===== config.mk =====
export PLATFORM = sky130hd
export DESIGN_NAME = fp_add_sequencer
export DESIGN_NICKNAME = d
export VERILOG_FILES = /design/src/rtl/fp_add_sequencer.sv
export SDC_FILE = /design/constraint.sdc
export NUM_CORES = 1
export LEC_CHECK = 0
export ABC_AREA = 1
export ABC_CLOCK_PERIOD_IN_PS = 3410
export CORE_ASPECT_RATIO = 1.25
export CORE_MARGIN = 5
export CORE_UTILIZATION = 50
export CTS_CLUSTER_DIAMETER = 60
export CTS_CLUSTER_SIZE = 12
export DETAILED_ROUTE_END_ITERATION = 6
export PLACE_DENSITY = 0.87
export SLEW_MARGIN = 0
export SYNTH_ARGS = -nofsm -noshare
export SYNTH_HDL_FRONTEND = slang
export SYNTH_SLANG_ARGS = --single-unit

===== constraint.sdc =====
create_clock -name clk -period 3.41 [get_ports clk]
set_input_delay 0.5115 -clock clk [delete_from_list [all_inputs] [get_ports clk]]
set_output_delay 0.5115 -clock clk [all_outputs]
set_load 0.005 [all_outputs]

===== src/rtl/fp_add_sequencer.sv =====
// Sequences one IEEE754 single-precision add through an external combinational adder.
// Special operands and exact cancellation are resolved locally without waiting on the adder.
module fp_add_sequencer #(
   parameter int SETTLE_CYCLES = 2
) (
   input  logic        clk,
   input  logic        reset,
   input  logic        inValid,
   output logic        inReady,
   input  logic [31:0] inA,
   input  logic [31:0] inB,
   output logic [31:0] addA,
   output logic [31:0] addB,
   input  logic [31:0] addSum,
   output logic        outValid,
   input  logic        outReady,
   output logic [31:0] outSum,
   output logic [15:0] opCount
);

   typedef enum logic [1:0] {IDLE, EVAL, DONE} state_t;

   state_t      state, stateNext;
   logic [3:0]  settleCnt;
   logic        accept, capture, handshake;
   logic        bypass;
   logic [31:0] bypassSum;

   logic        sA, sB, zA, zB, infA, infB, nanA, nanB;

   // Denormals count as zero, so only the exponent decides zero-ness.
   assign sA   = inA[31];
   assign sB   = inB[31];
   assign zA   = (inA[30:23] == 8'd0);
   assign zB   = (inB[30:23] == 8'd0);
   assign infA = (inA[30:23] == 8'hFF) && (inA[22:0] == 23'd0);
   assign infB = (inB[30:23] == 8'hFF) && (inB[22:0] == 23'd0);
   assign nanA = (inA[30:23] == 8'hFF) && (inA[22:0] != 23'd0);
   assign nanB = (inB[30:23] == 8'hFF) && (inB[22:0] != 23'd0);

   always_comb begin
      bypass    = 1'b1;
      bypassSum = 32'h0;
      if (nanA || nanB || (infA && infB && (sA != sB)))
         bypassSum = 32'h7FC00000;
      else if (infA)
         bypassSum = inA;
      else if (infB)
         bypassSum = inB;
      else if (zA && zB)
         bypassSum = (sA && sB) ? 32'h80000000 : 32'h0;
      else if (zA)
         bypassSum = inB;
      else if (zB)
         bypassSum = inA;
      else if ((inA[30:0] == inB[30:0]) && (sA != sB))
         bypassSum = 32'h0;
      else
         bypass = 1'b0;
   end

   always_comb begin
      stateNext = state;
      accept    = 1'b0;
      capture   = 1'b0;
      handshake = 1'b0;
      case (state)
         IDLE: if (inValid) begin
            accept    = 1'b1;
            stateNext = bypass ? DONE : EVAL;
         end
         EVAL: if (settleCnt == 4'd0) begin
            capture   = 1'b1;
            stateNext = DONE;
         end
         DONE: if (outReady) begin
            handshake = 1'b1;
            stateNext = IDLE;
         end
         default: stateNext = IDLE;
      endcase
   end

   assign inReady  = (state == IDLE) && !reset;
   assign outValid = (state == DONE);

   always_ff @(posedge clk) begin
      if (reset) begin
         state     <= IDLE;
         settleCnt <= 4'd0;
         addA      <= 32'h0;
         addB      <= 32'h0;
         outSum    <= 32'h0;
         opCount   <= 16'h0;
      end else begin
         state <= stateNext;
         if (accept) begin
            addA      <= inA;
            addB      <= inB;
            settleCnt <= 4'(SETTLE_CYCLES - 1);
            if (bypass)
               outSum <= bypassSum;
         end
         if ((state == EVAL) && (settleCnt != 4'd0))
            settleCnt <= settleCnt - 4'd1;
         if (capture)
            outSum <= addSum;
         // 16-bit add wraps FFFF -> 0000 naturally.
         if (handshake)
            opCount <= opCount + 16'd1;
      end
   end

endmodule

==> results of run 1 <==
==> final cells by class <==
cell class	count	area [um^2]	area share
Clock inverter	11	102.6	0.01123
Multi-Input combinational cell	717	3368	0.3687
Tap cell	168	210.2	0.02301
Inverter	110	419.2	0.04588
Sequential cell	118	2362	0.2586
Clock buffer	20	466.7	0.05108
Timing Repair Buffer	223	2207	0.2416
==> critical path, delay by kind of cell <==
family | cells | cell delay [ns]
simple gates | 8 | 0.79
buf+inv | 2 | 0.75
fa+ha+maj | 1 | 0.39
compound gates | 2 | 0.31
==> metrics by stage <==
step | util | cell area (um^2) | total power, mW | worst slack, ns | cells
6_report | 0.7248 | 9136 | 4.168 | 0.9810 | 1367
5_1_grt | 0.7248 | 9136 | 4.347 | 0.8112 | 1367
4_1_cts | 0.7248 | 9136 | 4.174 | 1.011 | 1367
3_5_place_dp | 0.6797 | 8567 | 2.461 | 0.6268 | 1336
3_3_place_gp | 0.6797 | 8567 | 2.447 | 0.6682 | 1336
2_1_floorplan | - | 6384 | 1.990 | 1.495 | 993
==> flip-flops by register name, summed over array words and instances, names as in the netlist <==
signal / cells
addA: 32
opCount: 16
settleCnt: 4
state: 2
addB: 32
outSum: 32
==> Yosys cell counts (all sizes together), types with 4 or more instances <==
library cell,count,area (um^2)
o21bai,8,60.06
nand2,316,1229
inv,106,402.9
dfxtp,118,2362
nand4,39,256.5
buf,27,155.1
o21ai,93,469.2
clkbuf,21,78.83
clkinv,4,16.26
xnor2,8,70.07
a21oi,98,528.0
nor3,4,20.02
nand3,22,125.1
nor2,117,501.7
==> worst paths after layout <==
path	end	depth (start not counted)
worst max register to register	outSum[9]	9
worst min-delay path	outSum[7]	2
worst min register to register	outSum[7]	2
worst max-delay path	outSum[9]	13
==> layer usage <==
metal,up-vias,track usage,share of wire
met5,-,0,0
met4,0,0.1515,0.046
met3,72,0.05565,0.080
met2,396,0.4723,0.47
met1,3230,0.3505,0.40
li1,3562,-,-
==> report_power, final <==
group | internal (mW) | switching [mW] | total [mW]
logic | 0.424 | 0.456 | 0.881
registers | 1.50 | 0.0671 | 1.57
clock network | 1.05 | 0.665 | 1.72
==> logic make-up after synthesis <==
family	Yosys count	synth area share
XOR/XNOR	8	0.01098
AND/OR/NAND/NOR	502	0.3389
adder cells (fa/ha/maj)	3	0.005881
flip-flops	118	0.3701
buffers and inverters	158	0.1023
AO/OA/AOI/OAI	204	0.1719
==> summary.txt, run 1 <==
Synthesis
  – Synth Register Bits: around 120
  – Synthesized instance count: just under 1000
  – Number of synthesized flops with an enable pin: 0
  – Post-synthesis cell area: around 6400 um^2
  – Asr flop ratio synth: 0
  – Sequential fraction of the synthesis area: 0.3701
  – Cell variety after synth: 38
  – Mean Syn Cell Area: roughly 6.4 um^2
  – Total nets after synthesis: about 1100
  – Top FF cell, synth: dfxtp_1
  – Ys Warns: 0

Clock tree
  – Post_cts resized: 0
  – CTS clk-pin slew, worst paths: roughly 0.050 ns
  – Hold buffer count at cts: 0
  – Clk Latency, worst-skew pair: 0.41 ns
  – CTS root buf: clkbuf_16
  – CTS tree: built
  – Clock Sinks: between 100 and 150
  – H-tree levels: 4
  – CTS Buf Count: 17
  – Clk buf depth: 2
  – Setup bufs post-CTS: 0

Layout
  – Share of layout cells above drive strength 1: 0.08507
  – Antenna Cells: 0
  – Filler Cells Inserted: around 1000
  – Area growth, synth to finish: 43.12%
  – Most frequent cells in the layout: 303 x nand2_1, 213 x clkdlybuf4s50_1, 118 x dfxtp_1
  – Commonest non-fill, non-tap cell in the layout: nand2_1
  – Final #Nets: about 1300

Die
  – # IOs: 214
  – DIE HEIGHT: between 100 and 150 um
  – Core area: about 13000 um^2
  – Initial core utilization: 0.5065
  – Die ar.: approximately 15000 um^2
  – Die X: 111.1 um
  – Num rows: 46

Timing
  – Setup Skew: just under 0.009 ns
  – Slew Limit Fails: 0
  – Worst-Margin Slew: about 0.81 ns
  – Final hold vios: 0
  – Min cycle time layout: 2.429 ns
  – Final period util: 0.7123
  – Slew margin rel.: 0.4567
  – Setup violators final: 0
  – Final hold slack: ~0.47 ns
  – Maximum clock frequency: between 0.4 and 0.5 GHz
  – Setup TNS: 0 ns
  – RSZ-0062 raised after global routing: false

Global routing
  – GRT Util Overall: 0.2845
  – Pin count of the biggest net entering global routing: 81
  – Vias in the first global route: about 7000
  – Total grt overflow: 0
  – Antenna violations before repair: 0
  – First-pass GRT wire length: about 35000 um

Status
  – Failing checks: DRC
  – Outcome: finished with violations

Route
  – DR vias/cell: 5.311
  – WL final: between 20000 and 25000 um
  – Drt initial violations: approximately 590
  – WL/cell: about 16 um
  – Drt first pass iters: 7
  – Routed Antenna Nets: 0
  – DRC: 1
  – Vias post-DR: between 7000 and 8000

Setup path
  – Critical Path AT: 2.77 ns
  – Setup crit end kind: flop
  – R2R Setup Slk: 1.14 ns
  – Reg2reg start: state[0]
  – Kind of critical path: in2reg
  – Cell repeated most along the worst path: nand2_1
  – Maximum fanout along the worst path: 31
  – Critical Path RT: approximately 3.8 ns
  – Worst Setup SP: inA[31]
  – Crit path cell chain: clkdlybuf4s50_1 -> ha_1 -> a21boi_1 -> nand2_1 -> nor2_1 -> nand2_1 -> nor2_1 -> nand2_1 -> nand3_2 -> nand2_4 -> inv_4 -> nand2_1 -> a21oi_1
  – CP peak stage delay: 0.45 ns
  – Critical Path Start Type: input pin
  – Worst path slowest cell: clkdlybuf4s50_1

Placed design
  – Routability Congestion: a little under 1
  – Dpl hpwl: roughly 16000 um
  – I/O Buffers: ~210

Flow run
  – Max Cap Violations: 0

Power
  – Static leakage: about 4 nW
  – VDD IR-drop max: just under 0.0003 V
  – Power Dens Cells: roughly 460 nW/um^2

Hold path
  – Hold Path Class: reg2reg
  – Hold_sp: outSum[7]
(Power assumes the default switching activity.)
==> inputs of run 2 (changes only) <==
--- a/config.mk
+++ b/config.mk
@@ -6,14 +6,14 @@
 export NUM_CORES = 1
 export LEC_CHECK = 0
 export ABC_AREA = 1
-export ABC_CLOCK_PERIOD_IN_PS = 3410
+export ABC_CLOCK_PERIOD_IN_PS = 2250
 export CORE_ASPECT_RATIO = 1.25
 export CORE_MARGIN = 5
-export CORE_UTILIZATION = 50
+export CORE_UTILIZATION = 46
 export CTS_CLUSTER_DIAMETER = 60
 export CTS_CLUSTER_SIZE = 12
 export DETAILED_ROUTE_END_ITERATION = 6
-export PLACE_DENSITY = 0.87
+export PLACE_DENSITY = 0.81
 export SLEW_MARGIN = 0
 export SYNTH_ARGS = -nofsm -noshare
 export SYNTH_HDL_FRONTEND = slang
==> constraint.sdc (replaced) <==
create_clock -name clk -period 2.25 [get_ports clk]
set_input_delay 0.3375 -clock clk [delete_from_list [all_inputs] [get_ports clk]]
set_output_delay 0.3375 -clock clk [all_outputs]
set_load 0.005 [all_outputs]
==> summary.txt, run 2 (synthesized netlist as in run 1, its figures left out) <==
Clock tree
  – CTS clk-pin slew, worst paths: 0.06 ns (about the same)
  – Clock Sinks: 118 (unchanged)
  – Post_cts resized: 0 (unchanged)
  – CTS Buf Count: 17 (unchanged)
  – Clk buf depth: 2 (unchanged)
  – CTS tree: built
  – Clk Latency, worst-skew pair: 0.41 ns (about the same)
  – CTS root buf: clkbuf_16
  – H-tree levels: 4 (unchanged)
  – Hold buffer count at cts: 0 (unchanged)
  – Setup bufs post-CTS: 0 (unchanged)

Setup path
  – Critical Path RT: 2.60 ns (-1.15 ns)
  – Critical Path AT: 2.43 ns (-0.34 ns)
  – Setup crit end kind: flop
  – Maximum fanout along the worst path: 23 (-26%)
  – Crit path cell chain: clkdlybuf4s50_1 -> ha_1 -> a21boi_1 -> nand2_1 -> nor2_1 -> nand2_1 -> nor2_1 -> nand2_1 -> nand3_2 -> nand2_4 -> inv_4 -> buf_12 -> o21ai_0 -> nor2_1
  – CP peak stage delay: 0.42 ns (-0.03 ns)
  – Critical Path Start Type: input pin
  – CP Buf/Inv Count: 3 (+1)
  – Kind of critical path: in2reg
  – Cell family with most CP delay: simple AND/OR/NAND/NOR gates
  – Worst path slowest cell: clkdlybuf4s50_1

Die
  – Die X: 115.4 um (+3.9%)
  – Core area: 13690 um^2 (+8.6%)
  – Num rows: 48 (+4.3%)
  – Initial core utilization: 0.4662 (-0.04026)
  – Die ar.: 16350 um^2 (+8.0%)
  – DIE HEIGHT: 141.7 um (+3.9%)
  – # IOs: 214 (unchanged)

Global routing
  – Antenna violations before repair: 0 (unchanged)
  – Vias in the first global route: 7037 (+2.1%)
  – GRT Util Overall: 0.2713 (-0.01326)
  – First-pass GRT wire length: 35420 um (+1.8%)
  – Total grt overflow: 0 (unchanged)
  – Pin count of the biggest net entering global routing: 66 (-19%)

Layout
  – Final #Nets: 1347 (+4.4%)
  – Antenna Cells: 0 (unchanged)
  – Area growth, synth to finish: 51.90%
  – Largest regs: addA: 32 flops, addB: 32 flops, outSum: 32 flops
  – Commonest non-fill, non-tap cell in the layout: nand2_1
  – FF/Latch Area: 2362 um^2 (unchanged)
  – Final Util: 0.7082 (-0.01669)
  – Most frequent cells in the layout: 303 x nand2_1, 213 x clkdlybuf4s50_1, 118 x dfxtp_1
  – Share of layout cells above drive strength 1: 0.1273 (+0.04222)
  – Multi-input logic area: 3368 um^2 (unchanged)
  – Filler Cells Inserted: 1155 (+13%)

Flow run
  – Max Cap Violations: 0 (unchanged)

Timing
  – Final WS setup: 0.1695 ns (-0.8115 ns)
  – Slew margin rel.: 0.6689 (+0.2122)
  – Slew Limit Fails: 0 (unchanged)
  – Setup Skew: 0.007226 ns (-0.001591 ns)
  – Worst-Margin Slew: 0.4967 ns (-0.3171 ns)
  – Final hold vios: 0 (unchanged)
  – RSZ-0062 raised after global routing: false
  – Setup violators final: 0 (unchanged)
  – Maximum clock frequency: just under 0.5 GHz
  – Final period util: 0.9247
  – Min cycle time layout: ~2.1 ns

Route
  – Drt first pass iters: 5 (-2)
  – Routed Antenna Nets: 0 (unchanged)
  – Vias post-DR: 7421 (+2.2%)
  – Drt initial violations: 657 (+12%)
  – DRC: 0 (-1)
  – WL final: 22410 um (+1.2%)
  – DR vias/cell: 5.182 (-2.4%)
  – WL/cell: 15.65 um (-3.4%)

Placed design
  – Dpl hpwl: 17130 um (+4.6%)
  – I/O Buffers: 213 (unchanged)
  – Post-Place Setup Slack: -0.1335 ns (-0.7603 ns)
  – Routability Congestion: 0.9360 (-4.4%)

Hold path
  – Hold Path Class: reg2reg

Power
  – VDD IR-drop max: 0.0004558 V (+57%)
  – Power Dens Cells: 679.5 nW/um^2 (+49%)
  – Total power: 6.589 mW (+58%)
  – Static leakage: 4.328 nW (+8.4%)

Status
  – Outcome: finished clean
run 2: area by class of cell:
class | instances | share of cell area
flip-flops and latches | 118 | 0.2436
well taps | 175 | 0.02258
clock inverters | 15 | 0.01858
clock buffers | 17 | 0.04387
multi-input cells | 717 | 0.3474
repair buffers | 280 | 0.2808
inverters | 110 | 0.04323
run 2: report_power, final:
group | internal [mW] | switching (mW)
sequential | 2.28 | 0.100
combinational | 0.713 | 0.715
clock | 1.75 | 1.04
run 2: worst paths after layout:
check                             startpoint      endpoint  slack [ns]  depth (start not counted)
worst min register to register  settleCnt[1]  settleCnt[1]        0.46                          2
worst max-delay path                 inA[31]    outSum[22]        0.17                         14
worst min-delay path            settleCnt[1]  settleCnt[1]        0.46                          2
worst max register to register  settleCnt[0]    outSum[22]        0.40                         11
run 2: worst min-delay path: stages, from the launching register on:
cell and delay [ns]:
dfxtp_1 0.31, nand2_1 0.06, a21oi_1 0.05
run 2: metal layers:
layer	up-vias	wire [um]	track usage
li1	3676	-	-
met4	0	1118	0.1372
met1	3355	9277	0.3436
met5	-	0	0
met3	72	1581	0.05077
met2	318	10430	0.4378
run 2: per-stage QoR:
step,hold WS [ns],setup TNS [ns],cells,cell area (um^2)
floorplan,0.4391,0,993,6384
global placement,0.4486,-1.384,1400,9091
detailed placement,0.4510,-3.079,1400,9091
CTS,0.4601,0,1432,9697
global route,0.4822,0,1432,9697
finish,0.4602,0,1432,9697
==> inputs of run 3 (changes only) <==
--- a/config.mk
+++ b/config.mk
@@ -13,6 +13,7 @@
 export CTS_CLUSTER_DIAMETER = 60
 export CTS_CLUSTER_SIZE = 12
 export DETAILED_ROUTE_END_ITERATION = 6
+export GPL_TIMING_DRIVEN = 0
 export PLACE_DENSITY = 0.81
 export SLEW_MARGIN = 0
 export SYNTH_ARGS = -nofsm -noshare
==> summary.txt, run 3 (synthesized netlist as in run 1, its figures left out) <==
Layout
  – Post-route cell area: 9290 um^2 (-4.2%)
  – Largest regs: addA: 32 flops, addB: 32 flops, outSum: 32 flops
  – Area growth, synth to finish: 45.53%
  – Most frequent cells in the layout: 302 x nand2_1, 210 x clkdlybuf4s50_1, 118 x dfxtp_1
  – Final Util: 0.6785 (-0.02970)
  – Final #Nets: 1327 (-1.5%)
  – Share of layout cells above drive strength 1: 0.08766 (-0.03962)
  – Commonest non-fill, non-tap cell in the layout: nand2_1
  – Layout Cells excl Fill: 1407 (-1.7%)
  – Antenna Cells: 0 (unchanged)

Setup path
  – Reg2reg end: outSum[16]
  – Critical Path AT: 2.44 ns (about the same)
  – R2R Setup Slk: 0.36 ns (-0.04 ns)
  – Crit path capture: outSum[21]
  – CP peak stage delay: 0.52 ns (+0.10 ns)
  – CP Depth: 13 (-1)
  – Worst path slowest cell: clkdlybuf4s50_1
  – Worst Reg-to-Reg Cells: 10 (-1)
  – Reg2reg start: settleCnt[0]
  – CP Buf/Inv Count: 3 (unchanged)
  – Kind of critical path: in2reg
  – Critical Path Start Type: input pin
  – Cell family with most CP delay: simple AND/OR/NAND/NOR gates
  – Critical Path RT: 2.60 ns (about the same)
  – Maximum fanout along the worst path: 10 (-57%)
  – Setup crit end kind: flop
  – Worst Setup SP: inA[28]
  – Crit path cell chain: clkdlybuf4s50_1 -> xnor2_1 -> nand2_1 -> nor2_2 -> nand2_1 -> nor2_1 -> nand2_2 -> nand3_2 -> nand2_4 -> inv_4 -> buf_8 -> nand2_2 -> a21oi_2

Clock tree
  – CTS Buf Count: 17 (unchanged)
  – Clock Sinks: 118 (unchanged)
  – H-tree levels: 4 (unchanged)
  – CTS tree: built
  – Clk buf depth: 2 (unchanged)
  – CTS root buf: clkbuf_16
  – Clk Latency, worst-skew pair: 0.42 ns (about the same)
  – Setup bufs post-CTS: 0 (unchanged)
  – CTS clk-pin slew, worst paths: 0.05 ns (about the same)

Power
  – VDD IR-drop max: 0.0005209 V (+14%)
  – Total power: 6.358 mW (-3.5%)
  – Static leakage: 4.087 nW (-5.6%)
  – Power Dens Cells: 684.4 nW/um^2 (+0.72%)

Timing
  – Final hold vios: 0 (unchanged)
  – Setup Skew: 0.008280 ns (+0.001054 ns)
  – RSZ-0062 raised after global routing: false
  – Slew margin rel.: 0.5544 (-0.1144)
  – Maximum clock frequency: 0.4782 GHz (-0.52%)
  – Final hold slack: 0.3302 ns (-0.1299 ns)
  – Final period util: 0.9295 (+0.004804)
  – Min cycle time layout: 2.091 ns (+0.01081 ns)
  – Final WS setup: 0.1587 ns (-0.01081 ns)
  – Setup TNS: 0 ns (unchanged)
  – Worst-Margin Slew: 0.6684 ns (+0.1717 ns)
  – Setup violators final: 0 (unchanged)
  – Slew Limit Fails: 0 (unchanged)

Global routing
  – GRT Util Overall: 0.2805 (+0.009202)
  – First-pass GRT wire length: 35820 um (+1.1%)
  – Antenna violations before repair: 0 (unchanged)
  – Pin count of the biggest net entering global routing: 17 (-74%)
  – Total grt overflow: 0 (unchanged)
  – Vias in the first global route: 7039 (+0.028%)

Status
  – Outcome: finished clean

Route
  – Vias post-DR: 7379 (-0.57%)
  – Drt first pass iters: 6 (+1)
  – Drt initial violations: 561 (-15%)
  – DR vias/cell: 5.244 (+1.2%)
  – Routed Antenna Nets: 0 (unchanged)
  – DRC: 0 (unchanged)
  – WL/cell: 16.54 um (+5.7%)
  – WL final: 23270 um (+3.8%)

Placed design
  – Routability Congestion: 0.9215 (-1.5%)
  – Dpl hpwl: 18170 um (+6.1%)
  – Post-Place Setup Slack: -0.4156 ns (-0.2822 ns)
  – I/O Buffers: 212 (-0.47%)
  – Post-DP Area: 8725 um^2 (-4.0%)
  – Inst Count DP: 1380 (-1.4%)

Die
  – Die ar.: 16350 um^2 (unchanged)
  – Die X: 115.4 um (unchanged)
  – # IOs: 214 (unchanged)
  – Initial core utilization: 0.4662 (unchanged)
  – DIE HEIGHT: 141.7 um (unchanged)
  – Num rows: 48 (unchanged)
  – Core area: 13690 um^2 (unchanged)

Flow run
  – Max Cap Violations: 0 (unchanged)

Hold path
  – Hold Path Class: in2reg
## run 3: changes by cell type in the layout (fill, tap and decap cells not counted), moves of 3 or more
cell / delta
buf_4: -57
clkbuf_1: +23
buf_2: +13
buf_1: +8
buf_12: -7
clkinv_4: -4
clkdlybuf4s50_1: -3
clkinvlp_4: -3
## run 3: where the power goes
| part | total (mW) | internal, mW | switching [mW] |
|---|---|---|---|
| sequential | 2.38 | 2.28 | 0.0977 |
| clock | 2.57 | 1.64 | 0.926 |
| combinational | 1.41 | 0.672 | 0.741 |
## run 3: tightest hold or removal path: stages
cell and delay, ns:
dlymetal6s2s_1 0.17, inv_1 0.12, a21oi_1 0.07
## run 3: what timing repair did
item / CTS / global route
resized for setup: 0 / 6
hold buffers: 0 / 0
endpoints found under the setup margin: 0 / 33
## run 3: metal layers
| layer | GRT usage | vias to the layer above | part of all wire |
|---|---|---|---|
| li1 | - | 3644 | - |
| met1 | 0.3426 | 3308 | 0.40 |
| met2 | 0.4692 | 369 | 0.49 |
| met3 | 0.06058 | 58 | 0.075 |
| met4 | 0.1261 | 0 | 0.040 |
| met5 | 0 | - | 0 |
## run 3: cell type report
type	instances	area, um^2
plain buffers	48	234.0
multi-input cells	717	3388
flip-flops and latches	118	2362
inverters	110	419.2
fillers	1225	4403
clock buffers	21	460.4
well taps	175	219.0
repair buffers	212	2127
clock inverters	6	80.08
## run 3: worst min-delay path by stage
stage | start | end | slack (ns) | depth (start not counted)
2_1_floorplan | settleCnt[1] | settleCnt[1] | 0.44 | 2
3_3_place_gp | settleCnt[1] | settleCnt[1] | 0.45 | 2
3_5_place_dp | outSum[13] | outSum[13] | 0.46 | 2
4_1_cts | reset | state[0] | 0.34 | 2
5_1_grt | inA[31] | addA[31] | 0.34 | 3
6_report | inA[31] | addA[31] | 0.33 | 3
